<file path="src/rtl/line_fifo_reader.sv">
// Read-side framer for the 8-bit FWFT line FIFO: pops bytes, frames them into lines/frames, valid/ready output.
// Optional checksum output is enabled by defining LINE_FIFO_READER_CKSUM_EN.
module line_fifo_reader #(
    parameter int LEN_W   = 16,
    parameter int CNT_W   = 12,
    parameter int GAP_CYC = 4,
    parameter int TMO_W   = 16
) (
    input  logic             clk,
    input  logic             rst_n,
    input  logic             i_start,
    input  logic             i_abort,
    input  logic [LEN_W-1:0] i_line_len,
    input  logic [CNT_W-1:0] i_lines,
    input  logic [7:0]       i_fifo_dout,
    input  logic             i_fifo_empty,
    output logic             o_fifo_rd_en,
    output logic [7:0]       o_data,
    output logic             o_valid,
    input  logic             i_ready,
    output logic             o_sof,
    output logic             o_eol,
    output logic             o_eof,
    output logic             o_busy,
    output logic             o_done,
`ifdef LINE_FIFO_READER_CKSUM_EN
    output logic [7:0]       o_cksum,
`endif
    output logic [1:0]       o_err
);

    localparam int GAP_W    = (GAP_CYC > 1) ? $clog2(GAP_CYC) : 1;
    localparam int GAP_LAST = (GAP_CYC > 0) ? GAP_CYC - 1 : 0;
    // Timeout fires on the (2^TMO_W-1)-th consecutive stalled cycle.
    localparam logic [TMO_W-1:0] TMO_LAST = {{(TMO_W-1){1'b1}}, 1'b0};

    typedef enum logic [1:0] {IDLE, STREAM, GAP} state_t;

    state_t             state_reg;
    logic [LEN_W-1:0]   len_reg;
    logic [CNT_W-1:0]   lines_reg;
    logic [LEN_W-1:0]   byte_cnt_reg;
    logic [CNT_W-1:0]   line_cnt_reg;
    logic [GAP_W-1:0]   gap_cnt_reg;
    logic [TMO_W-1:0]   tmo_cnt_reg;
    logic [7:0]         data_reg;
    logic               valid_reg;
    logic               sof_reg;
    logic               eol_reg;
    logic               eof_reg;
    logic [1:0]         err_reg;

    logic pop;
    logic accept;
    logic last_byte;
    logic last_line;
    logic start_ok;

    assign last_byte = (byte_cnt_reg == len_reg - LEN_W'(1));
    assign last_line = (line_cnt_reg == lines_reg - CNT_W'(1));
    assign accept    = valid_reg && i_ready;
    assign start_ok  = (state_reg == IDLE) && i_start && !i_abort &&
                       (i_line_len != '0) && (i_lines != '0);

    // Abort also blocks the pop so no byte is removed from the FIFO and then discarded.
    assign pop = (state_reg == STREAM) && !i_fifo_empty && (!valid_reg || i_ready) && !i_abort;

    assign o_fifo_rd_en = pop;
    assign o_data       = data_reg;
    assign o_valid      = valid_reg;
    assign o_sof        = sof_reg;
    assign o_eol        = eol_reg;
    assign o_eof        = eof_reg;
    assign o_err        = err_reg;
    assign o_busy       = (state_reg != IDLE) || valid_reg;
    assign o_done       = accept && eof_reg && !i_abort;

    always_ff @(posedge clk or negedge rst_n) begin
        if (!rst_n) begin
            state_reg    <= IDLE;
            len_reg      <= '0;
            lines_reg    <= '0;
            byte_cnt_reg <= '0;
            line_cnt_reg <= '0;
            gap_cnt_reg  <= '0;
            tmo_cnt_reg  <= '0;
            data_reg     <= '0;
            valid_reg    <= 1'b0;
            sof_reg      <= 1'b0;
            eol_reg      <= 1'b0;
            eof_reg      <= 1'b0;
            err_reg      <= '0;
        end else if (i_abort) begin
            state_reg    <= IDLE;
            byte_cnt_reg <= '0;
            line_cnt_reg <= '0;
            gap_cnt_reg  <= '0;
            tmo_cnt_reg  <= '0;
            valid_reg    <= 1'b0;
            sof_reg      <= 1'b0;
            eol_reg      <= 1'b0;
            eof_reg      <= 1'b0;
        end else begin
            // Output slot empties on acceptance; a same-cycle pop below refills it.
            if (accept) begin
                valid_reg <= 1'b0;
                sof_reg   <= 1'b0;
                eol_reg   <= 1'b0;
                eof_reg   <= 1'b0;
            end

            case (state_reg)
                IDLE: begin
                    if (i_start) begin
                        if (start_ok) begin
                            len_reg      <= i_line_len;
                            lines_reg    <= i_lines;
                            err_reg      <= '0;
                            byte_cnt_reg <= '0;
                            line_cnt_reg <= '0;
                            gap_cnt_reg  <= '0;
                            tmo_cnt_reg  <= '0;
                            state_reg    <= STREAM;
                        end else begin
                            err_reg[0] <= 1'b1;
                        end
                    end
                end

                STREAM: begin
                    if (i_start) err_reg[0] <= 1'b1;
                    if (pop) begin
                        data_reg    <= i_fifo_dout;
                        valid_reg   <= 1'b1;
                        sof_reg     <= (byte_cnt_reg == '0) && (line_cnt_reg == '0);
                        eol_reg     <= last_byte;
                        eof_reg     <= last_byte && last_line;
                        tmo_cnt_reg <= '0;
                        if (last_byte) begin
                            byte_cnt_reg <= '0;
                            if (last_line) begin
                                line_cnt_reg <= '0;
                                state_reg    <= IDLE;
                            end else begin
                                line_cnt_reg <= line_cnt_reg + CNT_W'(1);
                                if (GAP_CYC > 0) begin
                                    gap_cnt_reg <= '0;
                                    state_reg   <= GAP;
                                end
                            end
                        end else begin
                            byte_cnt_reg <= byte_cnt_reg + LEN_W'(1);
                        end
                    end else if (i_fifo_empty) begin
                        if (tmo_cnt_reg == TMO_LAST) begin
                            err_reg[1]   <= 1'b1;
                            state_reg    <= IDLE;
                            byte_cnt_reg <= '0;
                            line_cnt_reg <= '0;
                            tmo_cnt_reg  <= '0;
                        end else begin
                            tmo_cnt_reg <= tmo_cnt_reg + TMO_W'(1);
                        end
                    end
                end

                GAP: begin
                    if (i_start) err_reg[0] <= 1'b1;
                    if (gap_cnt_reg == GAP_W'(GAP_LAST)) begin
                        gap_cnt_reg <= '0;
                        state_reg   <= STREAM;
                    end else begin
                        gap_cnt_reg <= gap_cnt_reg + GAP_W'(1);
                    end
                end

                default: state_reg <= IDLE;
            endcase
        end
    end

`ifdef LINE_FIFO_READER_CKSUM_EN
    // Running sum of the current line; the presented value is refreshed with every popped byte.
    logic [7:0] cksum_acc_reg;
    logic [7:0] cksum_out_reg;

    always_ff @(posedge clk or negedge rst_n) begin
        if (!rst_n) begin
            cksum_acc_reg <= '0;
            cksum_out_reg <= '0;
        end else if (i_abort || start_ok) begin
            cksum_acc_reg <= '0;
        end else if (pop) begin
            cksum_out_reg <= cksum_acc_reg + i_fifo_dout;
            cksum_acc_reg <= last_byte ? 8'h00 : (cksum_acc_reg + i_fifo_dout);
        end
    end

    assign o_cksum = cksum_out_reg;
`endif

endmodule

</file>
<file path="config.mk">
export PLATFORM = sky130hd
export DESIGN_NAME = line_fifo_reader
export DESIGN_NICKNAME = d
export VERILOG_FILES = /design/src/rtl/line_fifo_reader.sv
export SDC_FILE = /design/constraint.sdc
export NUM_CORES = 1
export LEC_CHECK = 0
export ABC_AREA = 1
export BUFFER_PORTS_ARGS = -buffer_cell sky130_fd_sc_hd__buf_2
export CAP_MARGIN = 30
export CORE_AREA = 2 2 127 129
export CTS_CLUSTER_SIZE = 10
export DETAILED_ROUTE_END_ITERATION = 6
export DIE_AREA = 0 0 129 131
export PLACE_DENSITY = 0.61
export SYNTH_ARGS = -nofsm -noshare
export SYNTH_HDL_FRONTEND = slang
export SYNTH_SLANG_ARGS = --single-unit
</file>
<file path="constraint.sdc">
create_clock -name clk -period 3.4 [get_ports clk]
set_input_delay 0.34 -clock clk [delete_from_list [all_inputs] [get_ports clk]]
set_output_delay 0.34 -clock clk [all_outputs]
set_load 0.005 [all_outputs]
</file>
-- Word level (Yosys, flattened, before mapping)
Cells that the tools add are included.
Widths: inputs -> output; s select.
- register bits: 90
- bits of input ports: 42
- output and inout bits: 17
- word-level logic and storage cells: 144
- add/sub/neg operators: 6
- eq/ne operators: 21
- mux-type cells: 65
- bitwise logic cells: 1
- reductions and logical operators: 37
- operators by type and width (operator ; count):
    $mux 16 ; 11
    $mux 12 ; 8
    $pmux 16 s2 ; 2
    $mux 2 ; 17
    $add 16x1->16 const B ; 2
    $pmux 12 s2 ; 1
    $mux 1 ; 22
    $ne 3x3->1 const B ; 6
    $reduce_and 6->1 ; 3
    $eq 16x16->1 ; 1
    $eq 16x16->1 const B ; 1
    $logic_not 16->1 ; 1
    $reduce_bool 16->1 ; 1
    $sub 16x1->16 const B ; 1
    $add 12x1->12 const B ; 1
    $eq 12x12->1 ; 1
    $logic_and 1x1->1 ; 12
    $logic_not 12->1 ; 1
    $pmux 2 s3 ; 2
    $reduce_and 4->1 ; 3
    $reduce_bool 12->1 ; 1
    $sub 12x1->12 const B ; 1
    $ne 2x2->1 const B ; 4
    $ne 4x4->1 const B ; 2
    other kinds (17) ; 25

-- Depth between registers and ports, before layout
Gate-level depths: netlist of run 1.
- depth after elaboration: 9
- gate-level depth with buffers: 17
- depth with buffers taken out: 16

-- Worst setup path after synthesis of run 1
No wires, ideal clock.
- path type: flip-flop to flip-flop
- start: register state_reg[0]
- end: register tmo_cnt_reg[11]
- library setup time: 0.121 ns
- arrival time: 1.923 ns
- data required time: 3.279 ns
- setup slack: 1.356 ns
- stages on the path, launching flop included: 14
- buffers on the path: 1
- clock period less this slack: 2.044 ns
- cell sequence: dfrtp_1 -> inv_1 -> ha_1 -> inv_1 -> nor2_2 -> nand2_1 -> a21oi_2 -> nand2_2 -> nand2_1 -> nand2_1 -> nor2_1 -> buf_2 -> inv_1 -> o22a_1
- longest elaborated chain between the ends: 7
- elaborated cells between the ends (all ways): 17
- those cells by class: eq/ne (4); mux (3); reduce/logical (10)
- ends and longest elaborated chain (item ; line ; source):
    from (decl) ; 39 ; state_t state_reg;
    from (signal assigned) ; 80 ; state_reg <= IDLE;
    from (signal assigned) ; 94 ; state_reg <= IDLE;
    from (signal assigned) ; 123 ; state_reg <= STREAM;
    $eq 2x1->1 or $logic_not 2->1 (tied branches) ; 66, 112, 62 ;
    $logic_and 1x1->1, on equally long branches (3 in series) ; 66, 62 ;
    $mux 16 or $logic_and 1x1->1 (tied branches) ; 132, 63 ;
    $pmux 16 s2 or $ne 3x3->1 (tied branches) ; -- ;
    $mux 16 or $reduce_and 4->1 (tied branches) ; -- ;
    to (signal assigned) ; 162 ; tmo_cnt_reg <= tmo_cnt_reg + TMO_W'(1);
    to (decl) ; 45 ; logic [TMO_W-1:0] tmo_cnt_reg;
Several ways; a longest one is shown, not always the timed one.
A chain may end at the register's enable or synchronous reset.

-- Worst setup path in the final report of run 1
- start: register state_reg[0]
- end: register tmo_cnt_reg[13]
The elaborated chain is that of the path after synthesis.

==> impl_metrics.py, run 1 <==
metrics = {
    "floorplanning": {
        "rows": 46,
        "die_area_um2": 16900,
        "die_w_um": 129,
        "core_um2": 15600,
        "initial_core_util_pct": 39.20,
        "die_h_um": 131,
        "io_pins": 59,
    },
    "clock_tree": {
        "cts_tree": "done",
        "hold_buffers": 1,
        "cts_made_buffers": 9,
        "clkTransAtPathRegs_ns": 0.07,
        "cts_repair_resize_count": 0,
        "clock_sinks": 90,
        "clk_latency_ns": 0.36,
        "clk_path_buf_depth": 2,
        "post_cts.repair.setup_buffers": 0,
        "htreeDepth": 3,
        "clockRootBuffer": "clkbuf_16",
    },
    "drt": {
        "wl_um": 15980,
        "detail-route-antenna-nets": 0,
        "vias": 5654,
        "drt_iter0_drc": 454,
        "drtPass1Iterations": 5,
        "vias_per_cell": 4.990,
        "detail_route.wl_per_cell_um": 14.11,
        "drcViolationCount": 0,
    },
    "power_and_ir_drop": {
        "power_density_nw_per_um2": 664.3,
        "switchingPower_mw": 2.052,
        "p_int_mw": 2.556,
        "peakVddDrop_mv": 0.3097,
        "power_switching_share_pct": 44.53,
        "power_leakage_nw": 3.301,
        "power_frac_comb_pct": 44.5,
        "p_seq_share_pct": 33.9,
        "clock_power_share_pct": 21.6,
    },
    "logic_synthesis": {
        "ys_top_cells_by_count": "nand2_1, inv_1, dfrtp_1",
        "synth_largest_area_cell": "dfrtp_1",
        "async_reset_ff_share_pct": 100.0,
        "syn_avg_cell_area_um2": 7.152,
        "syn_nets": 910,
        "yosysUniqueCellTypes": 44,
        "ys_top_cells_by_area": "dfrtp_1, nand2_1, inv_1, nand3_1, nor2_1",
        "yosysMostFrequentCell": "nand2_1",
        "netlist_instances": 855,
        "ys_dominant_reg_cell": "dfrtp_1",
        "synth.yosys.seq_area_share_pct": 36.83,
        "yosysWarnings": 0,
        "synth_top_area_share_pct": 36.83,
        "synth_enable_flop_cells": 0,
        "ys_seq_elements": 90,
        "synth_area_um2": 6115,
    },
    "worst_setup_path": {
        "critPathLaunchType": "flop",
        "worstRegToRegCells": 14,
        "regToRegSetupSlack_ns": 0.72,
        "critPathRequiredTime_ns": 3.64,
        "crit_slowest_cell": "nor2_1",
        "path_cells": "inv_1 > ha_1 > inv_1 > nor2_2 > nand2_1 > a21oi_2 > nand2_2 > nand2_1 > nand2_1 > nor2_1 > buf_6 > inv_1 > nor3_1 > a21oi_1",
        "crit_buf_inv": 4,
        "critical_path_depth": 14,
        "cp.arrival_ns": 2.92,
        "setup.worst_path.end_class": "flop",
        "cp_slowest_stage_delay_ns": 0.48,
        "timing.rr.end": "tmo_cnt_reg[13]",
        "path_max_fanout": 11,
        "cpLargestDelayFamily": "simple AND/OR/NAND/NOR gates",
        "worst-setup-path-type": "flop to flop",
        "r2r-start": "state_reg[0]",
    },
    "sta": {
        "max_freq_ghz": 0.3733,
        "period_needed_ns": 2.679,
        "hold_viol_final": 0,
        "finalCritPeriodShare_pct": 78.78,
        "finalMaxSlewViolations": 0,
        "grt_setup_unrepaired": "false",
        "holdWs_ns": 0.1730,
        "max_slew_margin_pct": 54.63,
        "finalClockSkew_ns": 0.008027,
        "setup-tns-final_ns": 0,
        "worstMarginPinSlew_ns": 0.6785,
        "final-setup-viol-count": 0,
    },
    "place": {
        "io_buffers": 58,
        "hpwl_um": 12110,
        "dp_cells": 1116,
        "gp_congestion": 0.9084,
        "dpl_cell_area_um2": 6636,
    },
    "layout": {
        "seqCellArea_um2": 2252,
        "fin_nets": 967,
        "postLayoutCellArea_um2": 6937,
        "fin_util_pct": 44.47,
        "multi_input_area_um2": 3393,
        "num-fill-cells": 1623,
        "drive_gt1_share_pct": 14.72,
        "final_cells": 1133,
        "areaGrowthSynthToFinish_pct": 13.44,
        "diodes": 0,
    },
    "global_route": {
        "globalRouteTotalUtil_pct": 20.09,
        "antenna_found_initial": 0,
        "grt_overflow": 0,
        "grt_max_degree": 43,
        "grt_pass1_vias": 5285,
        "grt_pass1_wl_um": 26620,
    },
    "hold_path": {
        "holdPathStages": 3,
        "hold_class": "input pin to flop",
        "hp-start": "i_fifo_dout[7]",
        "whs_endpoint": "o_data[7]",
    },
    "run": {
        "max-cap-violations": 0,
    },
    "run_status": {
        "outcome": "finished, final reports clean",
    },
}
-- worst reg2reg max path, delay by kind of cell (launching register included) --
family,cells,cell delay [ns]
compound gates,2,0.22
fa+ha+maj,1,0.21
buf+inv,4,0.56
flops,1,0.42
simple gates,7,1.16
-- per-layer routing --
layer / global-route usage [%] / wire length, um / vias up
li1: - / - / 2911
met1: 26.99 / 7551 / 2620
met2: 33.52 / 7615 / 104
met3: 2.769 / 537 / 19
met4: 6.841 / 277 / 0
met5: 0 / 0 / -
-- stage by stage --
stage | power (mW) | setup WS, ns
after CTS | 4.653 | 0.7087
after detailed placement | 3.630 | 0.7351
final | 4.608 | 0.7214
after global routing | 5.049 | 0.3959
after global placement | 3.594 | 0.3821
after floorplan | 3.140 | 1.356
-- cell families (layout without fill, tap and decap cells) --
logic type                 after synthesis  in the layout  synth area share (%)
AOI/OAI and AO/OA                       96             96                 9.065
adders and majority gates               13             13                 2.660
buffers and inverters                  119            181                 7.673
DFF                                     90             90                 36.83
and+or+nand+nor                        496            496                 37.67
xor gates and xnor gates                41             41                 6.098
-- final cells by class --
type / count / share of cell area [%]
Clock inverter: 5 / 0.5411
Clock buffer: 11 / 3.644
Multi-Input combinational cell: 646 / 48.92
Inverter: 99 / 5.357
Timing Repair Buffer: 66 / 5.177
Sequential cell: 90 / 32.47
Tap cell: 216 / 3.896
-- cells in the final DEF (no fill, tap or decap), types with 3 or more instances in the layout --
master and instances:
nand2_1 235, inv_1 94, dfrtp_1 90, nor2_1 81, nand3_1 65, buf_2 57, o21ai_0 48, nand4_1 34
xor2_1 30, a21oi_1 18, nor4_1 15, nor3_1 15, nand2_2 13, ha_1 13, o21ai_2 12, xnor2_1 10
nand3b_1 10, clkbuf_16 9, nor2_4 7, nor2_2 7, o21ai_1 7, buf_4 7, inv_2 4, or2_2 3
nand2_4 3
-- power groups by stage --
stage / logic [mW] / clock network (mW) / registers [mW]
detailed placement: 2.05 / 0 / 1.58
CTS: 2.06 / 1.02 / 1.57
global placement: 2.01 / 0 / 1.58
floorplan: 1.62 / 0 / 1.52
global route: 2.38 / 1.07 / 1.60
finish: 2.05 / 0.993 / 1.56
-- worst max-delay path by stage --
stage / from / end / slack, ns
after floorplan: state_reg[0] / tmo_cnt_reg[11] / 1.36
after global placement: state_reg[0] / tmo_cnt_reg[11] / 0.38
after detailed placement: state_reg[0] / tmo_cnt_reg[11] / 0.74
after CTS: state_reg[0] / tmo_cnt_reg[11] / 0.71
after global routing: lines_reg[0] / o_eof / 0.40
final: state_reg[0] / tmo_cnt_reg[13] / 0.72
(Power assumes the default switching activity.)
==> inputs of run 2 (changes only) <==
- clock period: 3.4 -> 2.7 ns (I/O delays scaled with it)
==> run 2 against run 1 <==
Effect of this change: critical endpoint is now o_fifo_rd_en; wire length fell by 1.1%; final area rose by 0.78%; critical path type is now flop to output port; largest cell class unchanged; clock power rose by 33%.
==> impl_metrics.py, run 2 (same netlist as run 1, synthesis figures left out) <==
metrics = {
    "layout": {
        "fin_nets": 971,
        "drive_gt1_share_pct": 15.09,
        "areaGrowthSynthToFinish_pct": 14.32,
        "final_cells": 1137,
        "layout_common_cells": "nand2_1, inv_1, dfrtp_1",
        "final_common_cell": "nand2_1",
        "diodes": 0,
        "postLayoutCellArea_um2": 6990,
        "num-fill-cells": 1619,
    },
    "worst_setup_path": {
        "cp.arrival_ns": 2.22,
        "worstRegToRegCells": 14,
        "critPathRequiredTime_ns": 2.43,
        "cp_slowest_stage_delay_ns": 0.41,
        "r2r-start": "state_reg[0]",
        "critical_path_depth": 11,
        "path_cells": "inv_1 > ha_1 > inv_2 > nor2_1 > inv_1 > nor2_4 > buf_4 > inv_1 > nor2_2 > buf_6 > buf_2",
        "setup.worst_path.end_class": "output port",
        "crit_slowest_cell": "dfrtp_1",
        "cp_common_cell": "inv_1",
        "crit_buf_inv": 7,
        "critPathLaunch": "state_reg[1]",
        "worst-setup-path-type": "flop to output port",
        "crit_end": "o_fifo_rd_en",
        "timing.rr.end": "byte_cnt_reg[1]",
        "critPathLaunchType": "flop",
        "path_max_fanout": 36,
        "cpLargestDelayFamily": "buffers and inverters",
        "regToRegSetupSlack_ns": 0.26,
    },
    "drt": {
        "drcViolationCount": 0,
        "detail-route-antenna-nets": 0,
        "vias": 5656,
        "detail_route.wl_per_cell_um": 13.90,
        "wl_um": 15800,
        "drtPass1Iterations": 5,
        "drt_iter0_drc": 333,
        "vias_per_cell": 4.974,
    },
    "floorplanning": {
        "die_area_um2": 16900,
        "io_pins": 59,
        "die_w_um": 129,
        "rows": 46,
        "core_um2": 15600,
        "initial_core_util_pct": 39.20,
        "die_h_um": 131,
    },
    "place": {
        "io_buffers": 58,
        "hpwl_um": 11890,
        "place_worst_setup_slack_ns": 0.1271,
        "dp_cells": 1118,
        "dpl_cell_area_um2": 6660,
        "gp_congestion": 0.8600,
    },
    "sta": {
        "max_slew_margin_pct": 67.57,
        "final-setup-viol-count": 0,
        "max_freq_ghz": 0.4008,
        "finalMaxSlewViolations": 0,
        "worstMarginPinSlew_ns": 0.4827,
        "finalClockSkew_ns": 0.006533,
        "setup-tns-final_ns": 0,
        "holdWs_ns": 0.1063,
        "grt_setup_unrepaired": "false",
        "period_needed_ns": 2.495,
        "finalCritPeriodShare_pct": 92.40,
        "hold_viol_final": 0,
        "timing.final.ws_setup_ns": 0.2052,
    },
    "clock_tree": {
        "cts_made_buffers": 9,
        "htreeDepth": 3,
        "cts_tree": "done",
        "clkTransAtPathRegs_ns": 0.07,
        "clockRootBuffer": "clkbuf_16",
        "clock_sinks": 90,
        "clk_latency_ns": 0.36,
        "clk_path_buf_depth": 2,
    },
    "global_route": {
        "grt_pass1_wl_um": 26070,
        "grt_pass1_vias": 5304,
        "globalRouteTotalUtil_pct": 19.56,
        "grt_max_degree": 64,
        "grt_overflow": 0,
        "antenna_found_initial": 0,
    },
    "run": {
        "max-cap-violations": 0,
    },
    "power_and_ir_drop": {
        "power_leakage_nw": 3.327,
        "power_density_nw_per_um2": 850.0,
        "peakVddDrop_mv": 0.3960,
    },
    "run_status": {
        "outcome": "finished, final reports clean",
    },
    "hold_path": {
        "hold_class": "input pin to flop",
    },
}
-- run 2: how the worst min path moves through the flow --
stage	from	to	slack (ns)	depth (start not counted)
4_1_cts	i_fifo_dout[0]	o_data[0]	0.1	3
5_1_grt	i_fifo_dout[1]	o_data[1]	0.11	3
6_report	i_fifo_dout[0]	o_data[0]	0.11	3
3_5_place_dp	rst_n	tmo_cnt_reg[10]	0.22	1
3_3_place_gp	rst_n	tmo_cnt_reg[10]	0.22	1
2_1_floorplan	rst_n	byte_cnt_reg[0]	-0.03	0
-- run 2: tightest hold or removal path, stage by stage --
cell     delay, ns
buf_2         0.08
nand2_1       0.04
nand2_1       0.05
-- run 2: report_power, final --
group	switching (mW)	internal (mW)
Sequential	0.329	1.65
Clock	0.596	0.725
Combinational	1.70	0.935
Total	2.63	3.31
-- run 2: metal layers --
metal  share of wire, %  GRT usage [%]  up-vias
li1                   -              -     2900
met1                 49          26.68     2622
met2                 45          31.43      112
met3                3.5          3.217       22
met4                2.2          7.289        0
met5                  0              0        -
-- run 2: timing repair --
action / CTS / global route
endpoints found under the setup margin: 0 / 21
setup buffers: 0 / 2
hold buffers: 1 / 0
hold endpoints to repair: 27 / 0
resized for setup: 0 / 1
-- run 2: final cells by class --
| type | instances | area [um^2] | share of cell area (%) |
|---|---|---|---|
| Sequential cell | 90 | 2252 | 32.22 |
| Multi-Input combinational cell | 646 | 3393 | 48.54 |
| Clock buffer | 9 | 225.2 | 3.222 |
| Clock inverter | 7 | 76.32 | 1.092 |
| Timing Repair Buffer | 70 | 401.6 | 5.745 |
| Tap cell | 216 | 270.3 | 3.866 |
| Inverter | 99 | 371.6 | 5.316 |
-- run 2: per-stage QoR --
stage / total power, mW / util [%]
6_report: 5.942 / 44.82
5_1_grt: 6.460 / 44.82
4_1_cts: 5.951 / 44.70
3_5_place_dp: 4.611 / 42.70
3_3_place_gp: 4.593 / 42.70
2_1_floorplan: 3.954 / -
